<file path="src/rtl/logic_gate_sim.sv">
// logic_gate_sim
//   Multi-channel 2-input gate simulator. A shared stimulus pair {b,a} steps
//   through 00,01,10,11 at a rate set by div. Each channel applies its own
//   run-time selected gate to that pair. The result goes through a DELAY-deep
//   register pipeline before it reaches gate_out. Per-channel output
//   transitions and enabled cycles are counted for readout.
//
// Ports
//   clock       : system clock, all logic on the rising edge
//   reset_n     : synchronous active-low reset, highest priority
//   enable      : 1 = advance the simulation, 0 = freeze everything but clear
//   clear       : synchronous clear of toggle_cnt and cycle_cnt only
//   div         : stimulus hold time, pattern advances every div+1 enabled cycles
//   gate_sel    : per-channel op, channel i at [3i+2:3i]
//                 0 NOT a, 1 AND, 2 OR, 3 NAND, 4 NOR, 5 XOR, 6 XNOR, 7 BUF a
//   stim_ab     : current stimulus {b,a}
//   gate_out    : delayed gate result per channel
//   toggle_cnt  : saturating transition count of gate_out[i] at [CNT_W*i +: CNT_W]
//   cycle_cnt   : enabled cycles since reset or clear, wraps at 2^32

module logic_gate_sim #(
  parameter int CHANNELS = 4,
  parameter int DELAY    = 2,
  parameter int CNT_W    = 16,
  parameter int STIM_W   = 16
) (
  input  logic                      clock,
  input  logic                      reset_n,
  input  logic                      enable,
  input  logic                      clear,
  input  logic [STIM_W-1:0]         div,
  input  logic [3*CHANNELS-1:0]     gate_sel,
  output logic [1:0]                stim_ab,
  output logic [CHANNELS-1:0]       gate_out,
  output logic [CNT_W*CHANNELS-1:0] toggle_cnt,
  output logic [31:0]               cycle_cnt
);

  localparam logic [STIM_W-1:0] PRESC_ONE = {{(STIM_W-1){1'b0}}, 1'b1};
  localparam logic [CNT_W-1:0]  CNT_ONE   = {{(CNT_W-1){1'b0}}, 1'b1};

  logic [STIM_W-1:0]   presc;
  logic [CHANNELS-1:0] gateVal;
  logic [CHANNELS-1:0] stage [DELAY];
  logic [CHANNELS-1:0] outNext;
  logic [CNT_W-1:0]    togCnt [CHANNELS];

  // Combinational gate evaluation of every channel against the current
  // stimulus; this value is what the first pipeline stage captures.
  always_comb begin
    gateVal = '0;
    for (int i = 0; i < CHANNELS; i++) begin
      case (gate_sel[3*i +: 3])
        3'd0:    gateVal[i] = ~stim_ab[0];
        3'd1:    gateVal[i] = stim_ab[0] & stim_ab[1];
        3'd2:    gateVal[i] = stim_ab[0] | stim_ab[1];
        3'd3:    gateVal[i] = ~(stim_ab[0] & stim_ab[1]);
        3'd4:    gateVal[i] = ~(stim_ab[0] | stim_ab[1]);
        3'd5:    gateVal[i] = stim_ab[0] ^ stim_ab[1];
        3'd6:    gateVal[i] = ~(stim_ab[0] ^ stim_ab[1]);
        default: gateVal[i] = stim_ab[0];
      endcase
    end
  end

  // The value the last stage will take on the next enabled edge; comparing
  // it with the current output tells us whether a transition is about to
  // happen. With a single stage that value comes straight from the gates.
  generate
    if (DELAY == 1) begin : gNextDirect
      assign outNext = gateVal;
    end else begin : gNextPipe
      assign outNext = stage[DELAY-2];
    end
  endgenerate

  assign gate_out = stage[DELAY-1];

  // Pack the per-channel counters onto the flat readout bus.
  generate
    for (genvar g = 0; g < CHANNELS; g++) begin : gPack
      assign toggle_cnt[CNT_W*g +: CNT_W] = togCnt[g];
    end
  endgenerate

  // Stimulus generator, delay pipeline and counters. Only an exact
  // prescaler==div match advances the stimulus, so lowering div below the
  // current prescaler value lets the prescaler run on until it rolls over.
  // Clear is handled outside the enable branch so it works while frozen,
  // and it wins over a same-cycle increment.
  always_ff @(posedge clock) begin
    if (!reset_n) begin
      presc     <= '0;
      stim_ab   <= 2'd0;
      cycle_cnt <= 32'd0;
      for (int k = 0; k < DELAY; k++) begin
        stage[k] <= '0;
      end
      for (int i = 0; i < CHANNELS; i++) begin
        togCnt[i] <= '0;
      end
    end else begin
      if (enable) begin
        if (presc == div) begin
          presc   <= '0;
          stim_ab <= stim_ab + 2'd1;
        end else begin
          presc <= presc + PRESC_ONE;
        end
        stage[0] <= gateVal;
        for (int k = 1; k < DELAY; k++) begin
          stage[k] <= stage[k-1];
        end
      end

      if (clear) begin
        cycle_cnt <= 32'd0;
        for (int i = 0; i < CHANNELS; i++) begin
          togCnt[i] <= '0;
        end
      end else if (enable) begin
        cycle_cnt <= cycle_cnt + 32'd1;
        for (int i = 0; i < CHANNELS; i++) begin
          if ((outNext[i] != gate_out[i]) && (togCnt[i] != {CNT_W{1'b1}})) begin
            togCnt[i] <= togCnt[i] + CNT_ONE;
          end
        end
      end
    end
  end

endmodule

</file>
<file path="config.mk">
export PLATFORM = sky130hd
export DESIGN_NAME = logic_gate_sim
export DESIGN_NICKNAME = d
export VERILOG_FILES = /design/src/rtl/logic_gate_sim.sv
export SDC_FILE = /design/constraint.sdc
export NUM_CORES = 1
export LEC_CHECK = 0
export ABC_AREA = 1
export CORE_MARGIN = 5
export CORE_UTILIZATION = 48
export DETAILED_ROUTE_END_ITERATION = 6
export GPL_TIMING_DRIVEN = 0
export PLACE_DENSITY = 0.75
export SYNTH_ARGS = -nofsm -noshare
export SYNTH_HDL_FRONTEND = slang
export SYNTH_SLANG_ARGS = --single-unit
</file>
<file path="constraint.sdc">
create_clock -name clock -period 2.22 [get_ports clock]
set_clock_uncertainty 0.2 [all_clocks]
set_input_delay 0.444 -clock clock [delete_from_list [all_inputs] [get_ports clock]]
set_output_delay 0.444 -clock clock [all_outputs]
set_load 0.01 [all_outputs]
</file>
Word level (Yosys, flattened, before mapping)
Memories as Yosys holds them, arrays and structs flattened. Cells that the tools add are included.

Bits in registers: 50. RAM bits: 72. Input port bits: 32. Output and inout port bits: 102. Logic and storage cells: 115. Memories: 2.

Memory list: togCnt (depth 4, bits a word 16, read ports 4, clocked after Yosys merged registers in 0, wr ports 4, RTL line 46) `logic [CNT_W-1:0] togCnt [CHANNELS];`; stage (depth 2, bits a word 4, read ports 2, clocked after Yosys merged registers in 0, wr ports 2, RTL line 44) `logic [CHANNELS-1:0] stage [DELAY];`.

$add $sub $neg: 7. Equality and inequality tests: 33. Multiplexer cells: 42. Bitwise logic cells: 18. Reduce and logical (&&, ||, !) cells: 10.

Operators with widths (count): two-way mux 16 bit (9); adder 16 x 1 -> 16 bit, second input constant (5); inequality test 16 bit, second input constant (4); equality test 3 bit, second input constant (12); adder 32 x 1 -> 32 bit, second input constant (1); case mux 1 bit (7 select lines) (4); two-way mux 1 bit (27); equality test 3 x 2 -> 1 bit, second input constant (8); equality test 16 bit (1); equality test 3 x 1 -> 1 bit, second input constant (4); logical NOT 3 bit (4); OR 1 bit (11); two-way mux 4 bit (2); NOT 1 bit (5); logical AND 1 bit (4); inequality test 1 bit (4); adder 2 x 1 -> 2 bit, second input constant (1); AND reduction 2 bit (1); OR reduction 2 bit (1); bitwise AND 1 bit (1); bitwise XOR 1 bit (1).

Logic depth before layout (Yosys ltp)
Gate-level depths: netlist of the first run.

Word-level depth: 8. Depth in mapped cells: 12. Depth with buffers taken out: 10.

Least setup slack after synthesis of the first run
Ideal clock, no wire load.

Path type: reg-to-reg. Start point: memory togCnt[1][0]. End point: memory togCnt[1][0] (enable). Library setup time: 0.416 ns. Arrival: 1.827 ns. Data required time: 1.604 ns. Slack: -0.223 ns. Stages on the path, launching flop included: 8. Buffers on the path: 1. Period minus slack after synthesis: 2.443 ns. Path through: edfxtp_1 -> ha_1 -> nand2_1 -> nor2_1 -> nand2_1 -> o21ai_2 -> buf_2 -> nand3_1.

RTL lines (RTL line): from (decl) (46).

Final worst setup path of the first run
Start point: register cycle_cnt[21]. End point: output cycle_cnt[21].

RTL lines: from (decl) (RTL line 36) `output logic [31:0] cycle_cnt`; from (signal assigned) (RTL line 122) `cycle_cnt <= cycle_cnt + 32'd1;`.

No word-level cell between the ends.

==> summary.txt, run 1 <==
Logic synthesis
  – Async set-or-reset flop fraction in the synthesized netlist: 0%
  – Synthesized flop and latch total: 122
  – Cells after synthesis: 938
  – Count of flip-flops with a built-in enable after synthesis: 56
  – Post-synthesis instance area: 7030 sq um
  – Synth warn: 0
  – Syn nets: around 980
  – Mapped Avg Cell Area: 7.49 sq um
  – Seq/Total Area, Yosys: 42.7%
  – Number of unique standard cell types used by synthesis: 43
  – Post-synth top flop: sky130_fd_sc_hd__dfxtp_1

Timing
  – Pin slew with the least headroom to its limit: 498 ps
  – Fin crit share: a little over nine tenths
  – Final number of max-transition violations: 0
  – Upper clock frequency limit: 0.466 GHz
  – Worst max-slew margin expressed relative to the limit: between 60% and 70%
  – Tightest hold margin: roughly 250 ps
  – Count of endpoints failing setup in the final report: 0
  – Unrepaired setup endpoints after global routing: false
  – Total count of hold-check failures in the final report: 0
  – Final period demand of the worst path: 2150 ps

Clocking
  – TritonCTS buffer count: 17
  – Maximum level of the CTS H-tree: 4
  – Clock tree from TritonCTS: done
  – Root buffer cell: sky130_fd_sc_hd__clkbuf_16
  – Number of buffers on the longest clock path: 2
  – Number of sinks on the clock net: 122
  – Clk slew on worst S/H paths: 60 ps
  – Later-pin clock latency in the skew report: between 400 and 500 ps

Placement
  – Routability congestion estimate: around 0.87
  – Post-detailed-placement half-perimeter wirelength: 13200 um
  – Count of buffers inserted at the top-level ports: 132
  – Number of placed instances with taps included: roughly 1300

Floorplanning
  – Core area: 14400 sq um
  – Number of primary I/O pins: 134
  – Die span in y: 131 um
  – Number of rows in the core area: 44
  – Die Area: between 15000 and 20000 sq um
  – Initial core utilization: 48.7%
  – Die outline width: 131 um

Global route
  – Pin count of the biggest net entering global routing: 17
  – Number of global-route vias before repair: 6098
  – Overflow left after global routing: 0
  – Global-route wire length before repair: ~28000 um
  – All-Layer GR Usage: 20.6%
  – Number of antenna violations at the first check in global routing: 0

Setup path
  – Crit path capture type: primary output
  – CP cell instances: clkdlybuf4s50_1
  – CP arrival: around 1500 ps
  – Critical Path Fanout Max: 7
  – Critical path's top delay family: buffers and inverters
  – Critical path required time: 1580 ps
  – Kind of launch point of the worst setup path: flip-flop
  – Crit path largest cell delay: about 600 ps
  – Critical Path Slowest Stage Cell: sky130_fd_sc_hd__clkdlybuf4s50_1
  – Class of the most critical setup path: flip-flop to primary output
  – CP bufs+invs: 1

Routing
  – Post-route DRC: 0
  – Detailed-route wire length: 17700 um
  – Number of nets with antenna violations after routing: 0
  – Routed length per instance: 13.7 um
  – Mean number of vias per cell: 5.12
  – DRT Pass-1 Iters: 5
  – First-iteration detailed-routing DRC count: 411
  – Vias after detailed routing: 6610

Cells and area
  – Final standard cell count with taps included and fillers excluded: 1291
  – Layout Area Growth over Synthesis: 32.9%
  – Nets: 1134
  – Final-layout fill cell count: roughly 1200
  – Fraction of final layout cells sized beyond drive strength 1: 9.76%
  – Antenna diode count: 0
  – Most frequent standard cell in the layout excluding fill and tap cells: sky130_fd_sc_hd__nand2_1
  – Most frequent cells in the layout: sky130_fd_sc_hd__nand2_1, sky130_fd_sc_hd__nor2_1, sky130_fd_sc_hd__clkdlybuf4s50_1, sky130_fd_sc_hd__inv_1, sky130_fd_sc_hd__dfxtp_1

Power
  – Max VDD drop: between 400 and 500 uV
  – Internal power: 4.58 mW
  – Leakage power: 3.48 nW
  – P_sw: 1.33 mW
  – Power per Cell Area: 634 nW/um^2
  – Clock network power share: 49.3%
  – Share of power burned in combinational logic: 8.5%
  – Portion of total power attributed to sequential cells: 42.2%
  – Sw Ratio: 22.5%

Run status
  – Status: finished clean

Worst hold path
  – Worst min path class: input pin to flip-flop

Run
  – Number of max-capacitance violations reported: 0
[registers in the layout, summed over array words and instances (netlist names)]
register and cells:
stim_ab 2, presc 16, togCnt 64, cycle_cnt 32, stage 8
[cell usage after synthesis, drive strengths merged (8+ instances only)]
cell type	number	share of area [%]
edfxtp	56	24
buf	13	1.5
ha	8	1.4
nor3	28	2.5
nand2	233	13
inv	107	5.8
nor3b	8	1.0
a21oi	58	4.6
nor2	177	10
nand3	56	4.5
dfxtp	66	19
xnor2	15	1.9
xor2	28	3.5
o21ai	39	2.9
nand4	20	1.8
nand3b	9	1.0
[area by class of cell]
class | instances | area (sq um) | share of cell area, %
clock buffers | 20 | 489 | 5.24
well taps | 184 | 230 | 2.47
plain buffers | 14 | 118 | 1.26
clock inverters | 12 | 141 | 1.51
flip-flops and latches | 122 | 3000 | 32.2
inverters | 107 | 407 | 4.35
multi-input cells | 695 | 3580 | 38.3
repair buffers | 137 | 1370 | 14.7
[kinds of logic after synthesis]
| family | count (synthesis) | synth area share (%) |
|---|---|---|
| adder cells (fa/ha/maj) | 8 | 1.42 |
| flip-flops | 122 | 42.7 |
| AND/OR/NAND/NOR | 538 | 34.8 |
| buffers and inverters | 121 | 7.30 |
| XOR/XNOR | 43 | 5.36 |
| AO/OA/AOI/OAI | 106 | 8.42 |
[metal layers]
layer / track usage, % / part of all wire, % / wire (um) / vias to the layer above
met5: 0 / 0 / 0 / -
met4: 7.80 / 1.6 / 285 / 0
met3: 5.45 / 6.8 / 1200 / 29
met2: 34.1 / 47 / 8310 / 191
met1: 25.9 / 45 / 7880 / 3012
li1: - / - / - / 3378
[tightest hold or removal path, cell delays in order]
cell                      delay [ps]
sky130_fd_sc_hd__buf_4           150
sky130_fd_sc_hd__nand2_1          90
sky130_fd_sc_hd__nand2_1          80
sky130_fd_sc_hd__a21oi_1          40
[worst paths after layout]
path / startpoint / end / slack, ps / cells after the start
hold reg to reg: cycle_cnt[8] / cycle_cnt[8] / 260 / 2
setup reg to reg: togCnt[1][0] / togCnt[1][15] / 150 / 8
hold / removal: enable / cycle_cnt[0] / 250 / 4
setup / recovery: cycle_cnt[21] / cycle_cnt[21] / 70 / 1
[timing repair]
action                     CTS  global route
setup buffers                3             2
pin swaps                    2             1
gates resized for setup      8             7
setup endpoints to repair   48            62
cloned                       0             0
hold buffers                 0             0
[power groups by stage]
stage	sequential (mW)	combinational, mW	clock [mW]
floorplan	2.56	0.222	0
global placement	2.54	0.480	0
detailed placement	2.55	0.488	0
CTS	2.50	0.501	2.97
global route	2.51	0.550	3.08
finish	2.50	0.503	2.92
[stage by stage]
step           util [%]  setup slack [ps]  setup TNS (ps)  instance area (sq um)  power, mW
2_1_floorplan         -              38.6               0                   7040       2.78
3_3_place_gp       59.6              -817          -40790                   8590       3.03
3_5_place_dp       59.6              -815          -42480                   8590       3.03
4_1_cts            64.4              1.43               0                   9290       5.97
5_1_grt            64.7              2.00               0                   9340       6.13
6_report           64.7              72.0               0                   9340       5.92
(Power assumes the default switching activity.)
==> inputs of run 2 (changes only) <==
Settings changed: ABC_AREA 1 to not set, CORE_UTILIZATION 48 to 47, PLACE_DENSITY 0.75 to 0.74.
==> run 2 against run 1 <==
  * Maximum frequency decreased by 1.6%
  * First-iteration DRC count decreased by 18%
  * Combinational power decreased by 10%
  * Sequential power about the same
  * Total power decreased by 7.5%
  * Largest cell class unchanged
  * Largest power group unchanged
==> summary.txt, run 2 <==
Logic synthesis
  – Cells after synthesis: 661
  – Mapped Avg Cell Area: about 9.7 sq um
  – Async set-or-reset flop fraction in the synthesized netlist: 0%
  – Syn nets: approximately 700
  – Most common cell in the synthesized netlist: sky130_fd_sc_hd__nor2_1
  – Number of unique standard cell types used by synthesis: 55
  – Area share of the largest cell type after synthesis: between 20% and 30%
  – Ranking of synthesized cells by area: sky130_fd_sc_hd__edfxtp_1, sky130_fd_sc_hd__dfxtp_1, sky130_fd_sc_hd__xor2_1
  – Synth warn: 0
  – Seq/Total Area, Yosys: 47.0%
  – Synthesized flop and latch total: 122
  – Cell taking the most area after synthesis: sky130_fd_sc_hd__edfxtp_1
  – Post-synth top flop: sky130_fd_sc_hd__dfxtp_1
  – Most frequent cells after synthesis: sky130_fd_sc_hd__nor2_1, sky130_fd_sc_hd__xor2_1, sky130_fd_sc_hd__dfxtp_1, sky130_fd_sc_hd__edfxtp_1, sky130_fd_sc_hd__nand2_1
  – Post-synthesis instance area: 6390 sq um
  – Count of flip-flops with a built-in enable after synthesis: 56

Setup path
  – Critical path's top delay family: buffers and inverters
  – Critical path required time: 1580 ps
  – Critical Path Fanout Max: 6
  – Crit path capture type: primary output
  – CP arrival: around 1500 ps
  – Crit path largest cell delay: 530 ps
  – CP cell instances: buf_4, clkdlybuf4s50_1
  – Critical Path Slowest Stage Cell: sky130_fd_sc_hd__clkdlybuf4s50_1
  – Kind of launch point of the worst setup path: flip-flop
  – CP bufs+invs: 2
  – Class of the most critical setup path: flip-flop to primary output

Timing
  – Total count of hold-check failures in the final report: 0
  – Count of endpoints failing setup in the final report: 0
  – Pin slew with the least headroom to its limit: 878 ps
  – Fin crit share: 98.3%
  – Worst max-slew margin expressed relative to the limit: between 40% and 50%
  – Final number of max-transition violations: 0
  – Upper clock frequency limit: roughly 0.46 GHz
  – Minimum setup slack in the final design: 36.7 ps
  – Final period demand of the worst path: 2180 ps
  – Unrepaired setup endpoints after global routing: true

Clocking
  – Number of buffers on the longest clock path: 2
  – Root buffer cell: sky130_fd_sc_hd__clkbuf_16
  – Maximum level of the CTS H-tree: 4
  – Clock tree from TritonCTS: done
  – Later-pin clock latency in the skew report: 420 ps
  – Hold-fix buffer count after cts: 0
  – Clk slew on worst S/H paths: 50 ps
  – Number of sinks on the clock net: 122
  – TritonCTS buffer count: 17

Global route
  – Number of antenna violations at the first check in global routing: 0
  – Number of global-route vias before repair: 5274
  – Pin count of the biggest net entering global routing: 17
  – Global-route wire length before repair: roughly 25000 um
  – All-Layer GR Usage: 18.8%
  – Overflow left after global routing: 0

Cells and area
  – Fraction of final layout cells sized beyond drive strength 1: 13.9%
  – Final-layout fill cell count: approximately 1000
  – Top reg by flops: togCnt
  – Final standard cell count with taps included and fillers excluded: 1017
  – Share of the core filled with cells in the final layout: 65.8%
  – Antenna diode count: 0
  – Most frequent standard cell in the layout excluding fill and tap cells: sky130_fd_sc_hd__clkdlybuf4s50_1
  – Largest register FFs: 64
  – Biggest registers after layout: togCnt: 64 flops, cycle_cnt: 32 flops, presc: 16 flops
  – Layout Area Growth over Synthesis: 37.0%
  – Most frequent cells in the layout: sky130_fd_sc_hd__clkdlybuf4s50_1, sky130_fd_sc_hd__nor2_1, sky130_fd_sc_hd__xor2_1, sky130_fd_sc_hd__dfxtp_1, sky130_fd_sc_hd__edfxtp_1
  – Nets: 870
  – Area taken by multi-input logic gates: 3340 sq um
  – FF+latch area: roughly 3000 sq um

Placement
  – Post-detailed-placement half-perimeter wirelength: 11000 um
  – Routability congestion estimate: 0.835
  – Pre-CTS setup slack: -529 ps
  – Count of buffers inserted at the top-level ports: 131
  – Number of placed instances with taps included: 968

Floorplanning
  – Number of rows in the core area: 42
  – Die span in y: 127 um
  – Initial core utilization: 48.1%
  – Number of primary I/O pins: roughly 130
  – Die Area: 16000 sq um
  – Die outline width: 127 um
  – Core area: 13300 sq um

Routing
  – Detailed-route wire length: 15400 um
  – Mean number of vias per cell: 5.33
  – First-iteration detailed-routing DRC count: roughly 340
  – Routed length per instance: 15.1 um
  – Post-route DRC: 0
  – Vias after detailed routing: 5423
  – DRT Pass-1 Iters: 5
  – Number of nets with antenna violations after routing: 0

Power
  – Power per Cell Area: 625 nW/um^2
  – Max VDD drop: between 500 and 600 uV
  – Power after layout: about 5.5 mW
  – Leakage power: ~3.1 nW

Worst hold path
  – Worst min path class: input pin to flip-flop

Run
  – Number of max-capacitance violations reported: 0

Run status
  – Status: finished clean
run 2: cell types whose count changed in the layout (fill, tap and decap cells not counted), sizes merged, moves of 13 or more:
cell | before | now
xor2 | 28 | 85
nor3 | 28 | 10
inv | 107 | 15
nor2 | 177 | 139
o21ai | 39 | 7
nand2 | 233 | 57
and3 | 1 | 18
a21oi | 58 | 12
xnor2 | 15 | 28
run 2: worst paths after layout:
check | start | to | slack, ps | cells past startpoint
max | togCnt[1][4] | toggle_cnt[20] | 40 | 2
min | reset_n | presc[4] | 170 | 3
max reg2reg | togCnt[0][1] | togCnt[0][12] | 60 | 7
min reg2reg | stim_ab[1] | stim_ab[1] | 310 | 2
run 2: final cells by class:
| cell class | count | share of cell area (%) |
|---|---|---|
| timing repair buffer | 152 | 16.9 |
| sequential | 122 | 34.3 |
| tap | 176 | 2.52 |
| buffer | 16 | 1.26 |
| clock inverter | 7 | 0.429 |
| clock buffer | 23 | 5.82 |
| inverter | 13 | 0.557 |
| multi-input combinational | 508 | 38.2 |
run 2: layer usage:
| metal | vias up | wire length (um) | track usage, % | share of wire, % |
|---|---|---|---|---|
| met1 | 2556 | 6790 | 23.9 | 44 |
| li1 | 2663 | - | - | - |
| met4 | 0 | 327 | 8.52 | 2.1 |
| met2 | 177 | 7380 | 30.5 | 48 |
| met3 | 27 | 901 | 4.46 | 5.8 |
| met5 | - | 0 | 0 | 0 |
run 2: power breakdown:
part	internal [mW]	switching, mW
Sequential	2.42	0.0739
Clock	1.59	0.942
Combinational	0.238	0.214
Total	4.24	1.23
run 2: metrics by stage:
step | instance area [sq um] | hold WS [ps] | setup TNS (ps)
final | 8750 | 174 | 0
after global routing | 8750 | 175 | -5.53
after CTS | 8570 | 157 | 0
after detailed placement | 7940 | 297 | -33100
after global placement | 7940 | 290 | -28710
after floorplan | 6400 | 297 | 0
run 2: timing repair:
item,4_1_cts,5_1_grt
gates resized for setup,13,15
endpoints found under the setup margin,53,65
setup buffers,5,16
pin swaps,1,4
run 2: logic make-up after synthesis:
kind of cell	after synthesis	share of synthesized area, %
xor gates and xnor gates	113	15.5
DFF	122	47.0
muxes	9	1.51
adders and majority gates	8	1.57
AOI/OAI and AO/OA	52	5.83
buffers and inverters	31	2.41
and+or+nand+nor	326	26.2
run 2: worst register-to-register path: stages (launching register included):
cell	delay [ps]
sky130_fd_sc_hd__edfxtp_1	390
sky130_fd_sc_hd__ha_2	230
sky130_fd_sc_hd__nand2_1	120
sky130_fd_sc_hd__nor3_4	200
sky130_fd_sc_hd__and2_1	190
sky130_fd_sc_hd__a31o_2	230
sky130_fd_sc_hd__buf_6	170
sky130_fd_sc_hd__nand2_8	120
==> inputs of run 3 (changes only) <==
Settings changed: CTS_CLUSTER_SIZE set to 40.
==> results of run 3 <==
Same layout as run 2: the final DEF is identical, and so are final timing and power.
